`config.mk`:
```
export PLATFORM = sky130hd
export DESIGN_NAME = fp16_div_flat
export DESIGN_NICKNAME = d
export VERILOG_FILES = /design/src/rtl/fp16_pkg.sv /design/src/rtl/fp16_div_if.sv /design/src/rtl/fp16_classify.sv /design/src/rtl/fp16_div.sv /design/src/flat_wrapper.sv
export SDC_FILE = /design/constraint.sdc
export NUM_CORES = 1
export LEC_CHECK = 0
export CAP_MARGIN = 20
export CORE_MARGIN = 5
export CORE_UTILIZATION = 50
export DETAILED_ROUTE_END_ITERATION = 7
export GPL_TIMING_DRIVEN = 0
export PLACE_DENSITY = 0.76
export RECOVER_POWER = 25
export SLEW_MARGIN = 20
export SYNTH_ARGS = -nofsm -noshare
export SYNTH_HDL_FRONTEND = slang
export SYNTH_HIERARCHICAL = 1
export SYNTH_SLANG_ARGS = --single-unit
export TNS_END_PERCENT = 5
```
`constraint.sdc`:
```
create_clock -name clk -period 5.1 [get_ports clk]
set_clock_uncertainty 0.1 [all_clocks]
set_input_delay 1.02 -clock clk [delete_from_list [all_inputs] [get_ports clk]]
set_output_delay 1.02 -clock clk [all_outputs]
set_load 0.03 [all_outputs]
```
`src/rtl/fp16_pkg.sv`:
```
// fp16 shared definitions: constants, FSM states,
// flag bit positions and operand classification.
package fp16_pkg;
  localparam int BIAS = 15;
  localparam int EXP_MAX = 31;
  localparam logic [15:0] QNAN = 16'h7E00;

  localparam int F_INV = 3;
  localparam int F_DZ  = 2;
  localparam int F_OVF = 1;
  localparam int F_UNF = 0;

  typedef enum logic [1:0] {
    IDLE,
    DIV,
    NORM,
    DONE
  } state_t;

  typedef struct packed {
    logic zero;
    logic inf;
    logic nan;
  } cls_t;
endpackage

```
`src/rtl/fp16_div_if.sv`:
```
// fp16 divider operand/result handshake bundle.
// master is the requester, slave is the divider.
interface fp16_div_if;
  logic        in_valid;
  logic        in_ready;
  logic [15:0] a;
  logic [15:0] b;
  logic        out_valid;
  logic        out_ready;
  logic [15:0] x;
  logic [3:0]  flags;

  modport master (
    output in_valid, a, b, out_ready,
    input  in_ready, out_valid, x, flags
  );

  modport slave (
    input  in_valid, a, b, out_ready,
    output in_ready, out_valid, x, flags
  );
endinterface

```
`src/rtl/fp16_classify.sv`:
```
// binary16 operand classifier (zero/inf/nan).
// Exponent 0 counts as zero, so subnormals flush.
module fp16_classify
  import fp16_pkg::*;
(
  input  logic [14:0] v,
  output cls_t        c
);
  logic [4:0] ex;
  logic       m_nz;

  assign ex   = v[14:10];
  assign m_nz = |v[9:0];

  always_comb begin
    c      = '0;
    c.zero = (ex == 5'd0);
    c.inf  = (&ex) & ~m_nz;
    c.nan  = (&ex) & m_nz;
  end
endmodule

```
`src/rtl/fp16_div.sv`:
```
// Iterative binary16 divider: restoring radix-2,
// one quotient bit per cycle, RNE rounding.
module fp16_div
  import fp16_pkg::*;
#(
  parameter int ITER = 13
) (
  input logic        clk,
  input logic        rst,
  fp16_div_if.slave  bus
);
  localparam int CW = $clog2(ITER + 1);

  state_t state, nxt;

  logic [CW-1:0]     cnt;
  logic              sgn;
  logic signed [6:0] e;
  logic [10:0]       dvs;
  logic [11:0]       rem;
  logic [12:0]       q;
  logic [15:0]       xr;
  logic [3:0]        fr;

  cls_t ca, cb;

  fp16_classify u_ca (
    .v (bus.a[14:0]),
    .c (ca)
  );

  fp16_classify u_cb (
    .v (bus.b[14:0]),
    .c (cb)
  );

  logic acc;
  assign acc = bus.in_valid && (state == IDLE);

  // special-case result, resolved at acceptance
  logic        sa;
  logic        spec;
  logic [15:0] sx;
  logic [3:0]  sf;

  always_comb begin
    sa   = bus.a[15] ^ bus.b[15];
    spec = 1'b1;
    sx   = {sa, 15'h0};
    sf   = 4'b0000;
    if (ca.nan | cb.nan | (ca.zero & cb.zero)
        | (ca.inf & cb.inf)) begin
      sx        = QNAN;
      sf[F_INV] = 1'b1;
    end else if (ca.inf) begin
      sx = {sa, 5'h1f, 10'h0};
    end else if (cb.zero) begin
      sx       = {sa, 5'h1f, 10'h0};
      sf[F_DZ] = 1'b1;
    end else if (cb.inf | ca.zero) begin
      sx = {sa, 15'h0};
    end else begin
      spec = 1'b0;
    end
  end

  // one restoring step
  logic [12:0] diff;
  logic        ge;
  logic [11:0] nrem;

  always_comb begin
    diff = {1'b0, rem} - {2'b00, dvs};
    ge   = ~diff[12];
    nrem = ge ? diff[11:0] : rem;
  end

  // normalise, round to nearest even, range check
  logic [9:0]        mant;
  logic              g;
  logic              st;
  logic              inc;
  logic [10:0]       msum;
  logic signed [6:0] en;
  logic signed [6:0] ef;
  logic [9:0]        mf;
  logic [15:0]       nx;
  logic [3:0]        nf;

  always_comb begin
    mant = q[12] ? q[11:2] : q[10:1];
    g    = q[12] ? q[1] : q[0];
    st   = (q[12] & q[0]) | (|rem);
    en   = q[12] ? e : e - 7'sd1;
    inc  = g & (st | mant[0]);
    msum = {1'b0, mant} + {10'h0, inc};
    ef   = msum[10] ? en + 7'sd1 : en;
    mf   = msum[10] ? 10'h0 : msum[9:0];
    nx   = {sgn, ef[4:0], mf};
    nf   = 4'b0000;
    if (ef >= $signed(7'(EXP_MAX))) begin
      nx        = {sgn, 5'h1f, 10'h0};
      nf[F_OVF] = 1'b1;
    end else if (ef <= 7'sd0) begin
      nx        = {sgn, 15'h0};
      nf[F_UNF] = 1'b1;
    end
  end

  always_ff @(posedge clk) begin
    if (rst) state <= IDLE;
    else     state <= nxt;
  end

  always_comb begin
    nxt = state;
    unique case (state)
      IDLE: if (acc) nxt = spec ? DONE : DIV;
      DIV:  if (cnt == CW'(ITER - 1)) nxt = NORM;
      NORM: nxt = DONE;
      DONE: if (bus.out_ready) nxt = IDLE;
      default: nxt = IDLE;
    endcase
  end

  always_ff @(posedge clk) begin
    if (rst) begin
      cnt <= '0;
      sgn <= 1'b0;
      e   <= '0;
      dvs <= '0;
      rem <= '0;
      q   <= '0;
      xr  <= '0;
      fr  <= '0;
    end else begin
      unique case (state)
        IDLE: if (acc) begin
          sgn <= sa;
          e   <= $signed({2'b00, bus.a[14:10]})
               - $signed({2'b00, bus.b[14:10]})
               + 7'(BIAS);
          dvs <= {1'b1, bus.b[9:0]};
          rem <= {2'b01, bus.a[9:0]};
          q   <= '0;
          cnt <= '0;
          if (spec) begin
            xr <= sx;
            fr <= sf;
          end
        end
        DIV: begin
          rem <= nrem << 1;
          q   <= {q[11:0], ge};
          cnt <= cnt + 1'b1;
        end
        NORM: begin
          xr <= nx;
          fr <= nf;
        end
        default: ;
      endcase
    end
  end

  assign bus.in_ready  = (state == IDLE);
  assign bus.out_valid = (state == DONE);
  assign bus.x         = xr;
  assign bus.flags     = fr;
endmodule

```
`src/flat_wrapper.sv`:
```
// flat-port wrapper written by rule: the top's interface ports become plain ports
module fp16_div_flat import fp16_pkg::*;
#(
  parameter int ITER = 13
)
  (clk, rst, bus_in_valid, bus_a, bus_b, bus_out_ready, bus_in_ready, bus_out_valid, bus_x, bus_flags);
  fp16_div_if bus_i ();
  input logic clk;
  input logic rst;
  input wire logic [$bits(bus_i.in_valid)-1:0] bus_in_valid;
  input wire logic [$bits(bus_i.a)-1:0] bus_a;
  input wire logic [$bits(bus_i.b)-1:0] bus_b;
  input wire logic [$bits(bus_i.out_ready)-1:0] bus_out_ready;
  output wire logic [$bits(bus_i.in_ready)-1:0] bus_in_ready;
  output wire logic [$bits(bus_i.out_valid)-1:0] bus_out_valid;
  output wire logic [$bits(bus_i.x)-1:0] bus_x;
  output wire logic [$bits(bus_i.flags)-1:0] bus_flags;
  assign bus_i.in_valid = bus_in_valid;
  assign bus_i.a = bus_a;
  assign bus_i.b = bus_b;
  assign bus_i.out_ready = bus_out_ready;
  assign bus_in_ready = bus_i.in_ready;
  assign bus_out_valid = bus_i.out_valid;
  assign bus_x = bus_i.x;
  assign bus_flags = bus_i.flags;
  fp16_div #(.ITER(ITER)) u_core (.clk(clk), .rst(rst), .bus(bus_i));
endmodule
```
Word level (Yosys, flattened, before mapping)
Cells that the tools add are included.

Register bits: 70. Output and inout bits: 22.

Mux-type cells: 39. Reduce and logical (&&, ||, !) cells: 15. Add/subtract/negate cells: 7. Equal/unequal tests: 8. Magnitude comparators: 2. Bitwise logic cells: 18.

Operator list (number): $mux 15 (4); $mux 16 (3); $pmux 16 s2 (1); $pmux 13 s2 (1); $pmux 12 s2 (1); $mux 10 (2); $reduce_or 10->1 (2); $pmux 4 s2 (2); $mux 7 (2); $mux 13 (1); $sub 12x11->13 (1); $mux 1 (12); $mux 12 (1); $mux 4 (3); $reduce_or 12->1 (1); $add 10x1->11 (1); $mux 11 (1); $logic_not 5->1 (2); $reduce_and 5->1 (2); $and 1x1->1 (8); $mux 2 (4); $pmux 2 s4 (1); $add 7x2->7 const B (1); $add 7x5->7 const B (1); other kinds (18) (31).

Longest topological paths before layout
Depth in word-level cells: 11. Mapped depth: 16. Depth with buffers taken out: 11.

Hierarchy
The synthesis kept the hierarchy.

By module, submodules not included: fp16_div (area each 4470.5 µm², times used 1, seq. area each 1401.3 µm², cells each 550); fp16_classify (area each 55.1 µm², times used 2, seq. area each 0.0 µm², cells each 10).

Least setup slack after synthesis
Ideal clock, no wire load.

Kind: register -> register. From: register u_core.q[12]. To: register u_core.xr[9], in the netlist u_core/bus.x[9]. Slack: 1272 ps. Arrival: 3608 ps. Required time: 4880 ps. Clock period less this slack: 3828 ps. Stages on the path, launching flop included: 16. Path through: dfxtp_1 -> buf_4 -> buf_2 -> buf_1 -> buf_1 -> nand2_1 -> a21boi_0 -> ha_1 -> nand2_1 -> nor4_4 -> o2111ai_1 -> xnor2_1 -> or4b_4 -> nand4_2 -> nor3_1 -> o31a_1.

Word-level cells in the longest chain between the ends: 10.

Ends and longest elaborated chain: start: declaration (RTL line fp16_div.sv:21) `logic [12:0] q;`; start signal: assignment (RTL line fp16_div.sv:154) `q <= {q[11:0], ge};`; $and 1x1->1 (RTL line fp16_div.sv:93) `st = (q[12] & q[0]) | (|rem);`; $or 1x1->1 (RTL line fp16_div.sv:93); $or 1x1->1 (RTL line fp16_div.sv:95) `inc = g & (st | mant[0]);`; $and 1x1->1 (RTL line fp16_div.sv:95); $add 10x1->11 (RTL line fp16_div.sv:96) `msum = {1'b0, mant} + {10'h0, inc};`; $mux 7 (RTL line fp16_div.sv:97) `ef = msum[10] ? en + 7'sd1 : en;`; $le 7x1->1 (RTL line fp16_div.sv:104) `end else if (ef <= 7'sd0) begin`; $mux 15 (RTL line fp16_div.sv:104); $mux 15 (*) (RTL line fp16_div.sv:101) `if (ef >= $signed(7'(EXP_MAX))) begin`; $pmux 16 s2 (*) (RTL line fp16_div.sv:137) `unique case (state)`; end signal: assignment (RTL line fp16_div.sv:158) `xr <= nx;`; end: declaration (RTL line fp16_div.sv:22) `logic [15:0] xr;`.

Mark *: on every way between the ends. The rest lies on a longest branch, timed or not. A chain may end at the register's enable or synchronous reset.

Worst setup path in the final report
From: register u_core.q[12]. To: register u_core.xr[3], in the netlist u_core/bus.x[3].

The elaborated chain is that of the path after synthesis.

==> summary.md <==
| Metric | Value |
|---|---|
| Fin area | `5500 µm²` |
| IO Port Bufs | `56` |
| CP max-delay cell | `nor4_4` |
| Dpl cell area | `5280 µm²` |
| Post-route insts no fill | `753` |
| Ant diodes | `0` |
| Worst hold path class | `flop to flop` |
| Drt first pass iters | `5` |
| Req. time, crit path | `5.30 ns` |
| Reg clk slew, reported paths | `0.09 ns` |
| Largest net degree at the start of global routing | `14` |
| Crit path cell chain | `buf_4 > buf_2 > buf_1 > buf_1 > nand2_1 > a21boi_0 > ha_1 > nand2_1 > nor4_4 > nand3_2 > mux2_4 > a221oi_4 > nand4_2 > nor3b_4 > a22o_1` |
| CTS tree | `yes` |
| Starting Density | `50.5%` |
| Register area share after synthesis | `30.6%` |
| Die area | `11200 µm²` |
| Wire length per cell | `15.6 µm` |
| Dpl hpwl | `8.98 mm` |
| Seq cells post-synth | `70` |
| H-tree levels | `3` |
| Synth cell types | `60` |
| Synth Cell Area | `4580 µm²` |
| DR vias/cell | `5.71` |
| Die H | `106 µm` |
| Critical path startpoint category | `flop` |
| Remaining Overflow, GRT | `0` |
| Die width | `106 µm` |
| Post-synthesis average cell area | `8.04 µm²` |
| Post_cts resized | `0` |
| Pwr Density | `499 nW/µm²` |
| Hold Path Cell Cnt | `2` |
| Root Buffer | `clkbuf_8` |
| Reg2Reg Depth | `15` |
| Final Hold Fails | `0` |
| WL final | `11.7 mm` |
| Clk sinks | `70` |
| Via count | `4296` |
| Max_cap viols | `0` |
| Core area | `9060 µm²` |
| Synth Warn # | `6` |
| Remaining antenna violation count after routing | `0` |
| CP Class | `flop to flop` |
| First-pass GRT wire length | `19.5 mm` |
| Num CTS Buffers | `9` |
| Final setup fails | `0` |
| Slew headroom | `53.9%` |
| Area Growth Syn to Fin | `20.1%` |
| Setup bufs post-CTS | `0` |
| Num rows | `35` |
| RePlAce Congestion | `0.900` |
| Worst Tran Pin Value | `0.692 ns` |
| Most frequent cell after synthesis | `dfxtp_1` |
| Unrepaired setup endpoints after global routing | `no` |
| Hold_buf cts | `0` |
| CTS max path bufs | `2` |
| Crit path DAT | `4.82 ns` |
| Synth top cells by count | `dfxtp_1, nor2_1, nand2_1` |
| Worst setup EP type | `flop` |
| Max Clk Rate | `0.216 GHz` |
| Initial antenna violation count | `0` |
| Ys async rst share | `0%` |
| Primary FF master, synth | `dfxtp_1` |
| Nets | `701` |
| Share of post-route cells with drive strength above 1 | `5.61%` |
| Max Slew Vio Count | `0` |
| Gate Count Post-Synth | `570` |
| VDD IR max | `0.273 mV` |
| Highest cell delay on the worst timing path | `0.53 ns` |
| Total track usage | `21.4%` |
| Via count of the first global-routing pass | `4074` |
| Synth top area share | `30.6%` |
| # DRC | `0` |
| Status | `completed` |
| Worst-skew pair later-pin latency | `0.35 ns` |
| Synth area leaders | `dfxtp_1, ha_1, nor2_1, xnor2_1, a21oi_1` |
| Fin Setup TNS | `0 ns` |
| Fin crit period | `4.62 ns` |
| IO Pins | `58` |
| First-iteration detailed-routing DRC count | `233` |
| Final core utilization | `60.7%` |
| Leak Pwr | `2.17 nW` |
| Placed instance count | `737` |
| Post-synth top area cell | `dfxtp_1` |
| Post-Syn Nets | `634` |
| CP max FO | `10` |
| Final worst-path cycle share | `90.6%` |
| Overall Power | `2.74 mW` |
| Post-synth EDFFs | `0` |
registers in the layout, summed over array words and instances (netlist names):
signal and count:
u_core/dvs 11, u_core/cnt 4, u_core/sgn 1, u_core/rem 12, u_core/bus.flags 4, u_core/bus.x 16
u_core/q 13, u_core/state 2, u_core/e 7
path summary, 6_finish.rpt:
path | from | end | slack, ns
worst max-delay path | u_core/q[12] | u_core/bus.x[3] | 0.48
worst min-delay path | u_core/dvs[4] | u_core/dvs[4] | 0.36
worst max register to register | u_core/q[12] | u_core/bus.x[3] | 0.48
worst min register to register | u_core/dvs[4] | u_core/dvs[4] | 0.36
per-stage QoR:
step           hold WS [ns]  worst slack [ns]
6_report              0.362             0.478
2_1_floorplan         0.336              1.27
3_5_place_dp          0.350             0.501
4_1_cts               0.362             0.502
5_1_grt               0.383             0.134
3_3_place_gp          0.345             0.555
power by group:
group	internal [mW]	leakage, nW	switching (mW)
Sequential	0.638	0.570	0.0860
Combinational	0.620	1.50	0.890
Clock	0.276	0.102	0.232
critical path, delay by kind of cell (launching register included):
| kind | cells | cell delay [ns] |
|---|---|---|
| AO/OA/AOI/OAI | 3 | 0.66 |
| multiplexers | 1 | 0.38 |
| adder cells (fa/ha/maj) | 1 | 0.21 |
| AND/OR/NAND/NOR | 6 | 1.61 |
| flip-flops | 1 | 0.32 |
| buffers and inverters | 4 | 1.27 |
area by class of cell:
type,instances,area [µm²]
clock buffer,9,124
tap,111,139
sequential,70,1400
fill,820,3560
buffer,35,140
timing repair buffer,56,561
inverter,33,124
multi-input combinational,432,2920
clock inverter,7,96.3
cells by family (layout without fill, tap and decap cells):
group,count (synthesis),count (layout),synth area share [%]
AO/OA/AOI/OAI,147,147,21.9
multiplexers,26,26,5.90
adder cells (fa/ha/maj),28,28,7.98
flip-flops,70,70,30.6
buffers and inverters,68,140,5.76
XOR/XNOR,30,30,5.74
AND/OR/NAND/NOR,201,201,22.2
placed cells by master, fill, tap and decap left out, types with 11 or more instances in the layout:
master,instances
o21ai_0,14
nand3_1,15
clkbuf_1,24
inv_1,33
clkdlybuf4s50_1,42
a22oi_1,28
dfxtp_1,70
xnor2_1,25
mux2i_1,21
nor2_1,60
nand2_1,55
nor2b_1,11
ha_1,26
a21oi_1,42
dlygate4sd3_1,14
per-layer routing:
layer | global-route usage, % | routed length, µm | up-vias
met5 | 0 | 0 | -
met4 | 9.34 | 306 | 0
met3 | 3.61 | 721 | 26
met2 | 33.5 | 5330 | 132
met1 | 28.9 | 5370 | 1968
li1 | - | - | 2170
No activity file was read; power rests on OpenSTA's default activity.
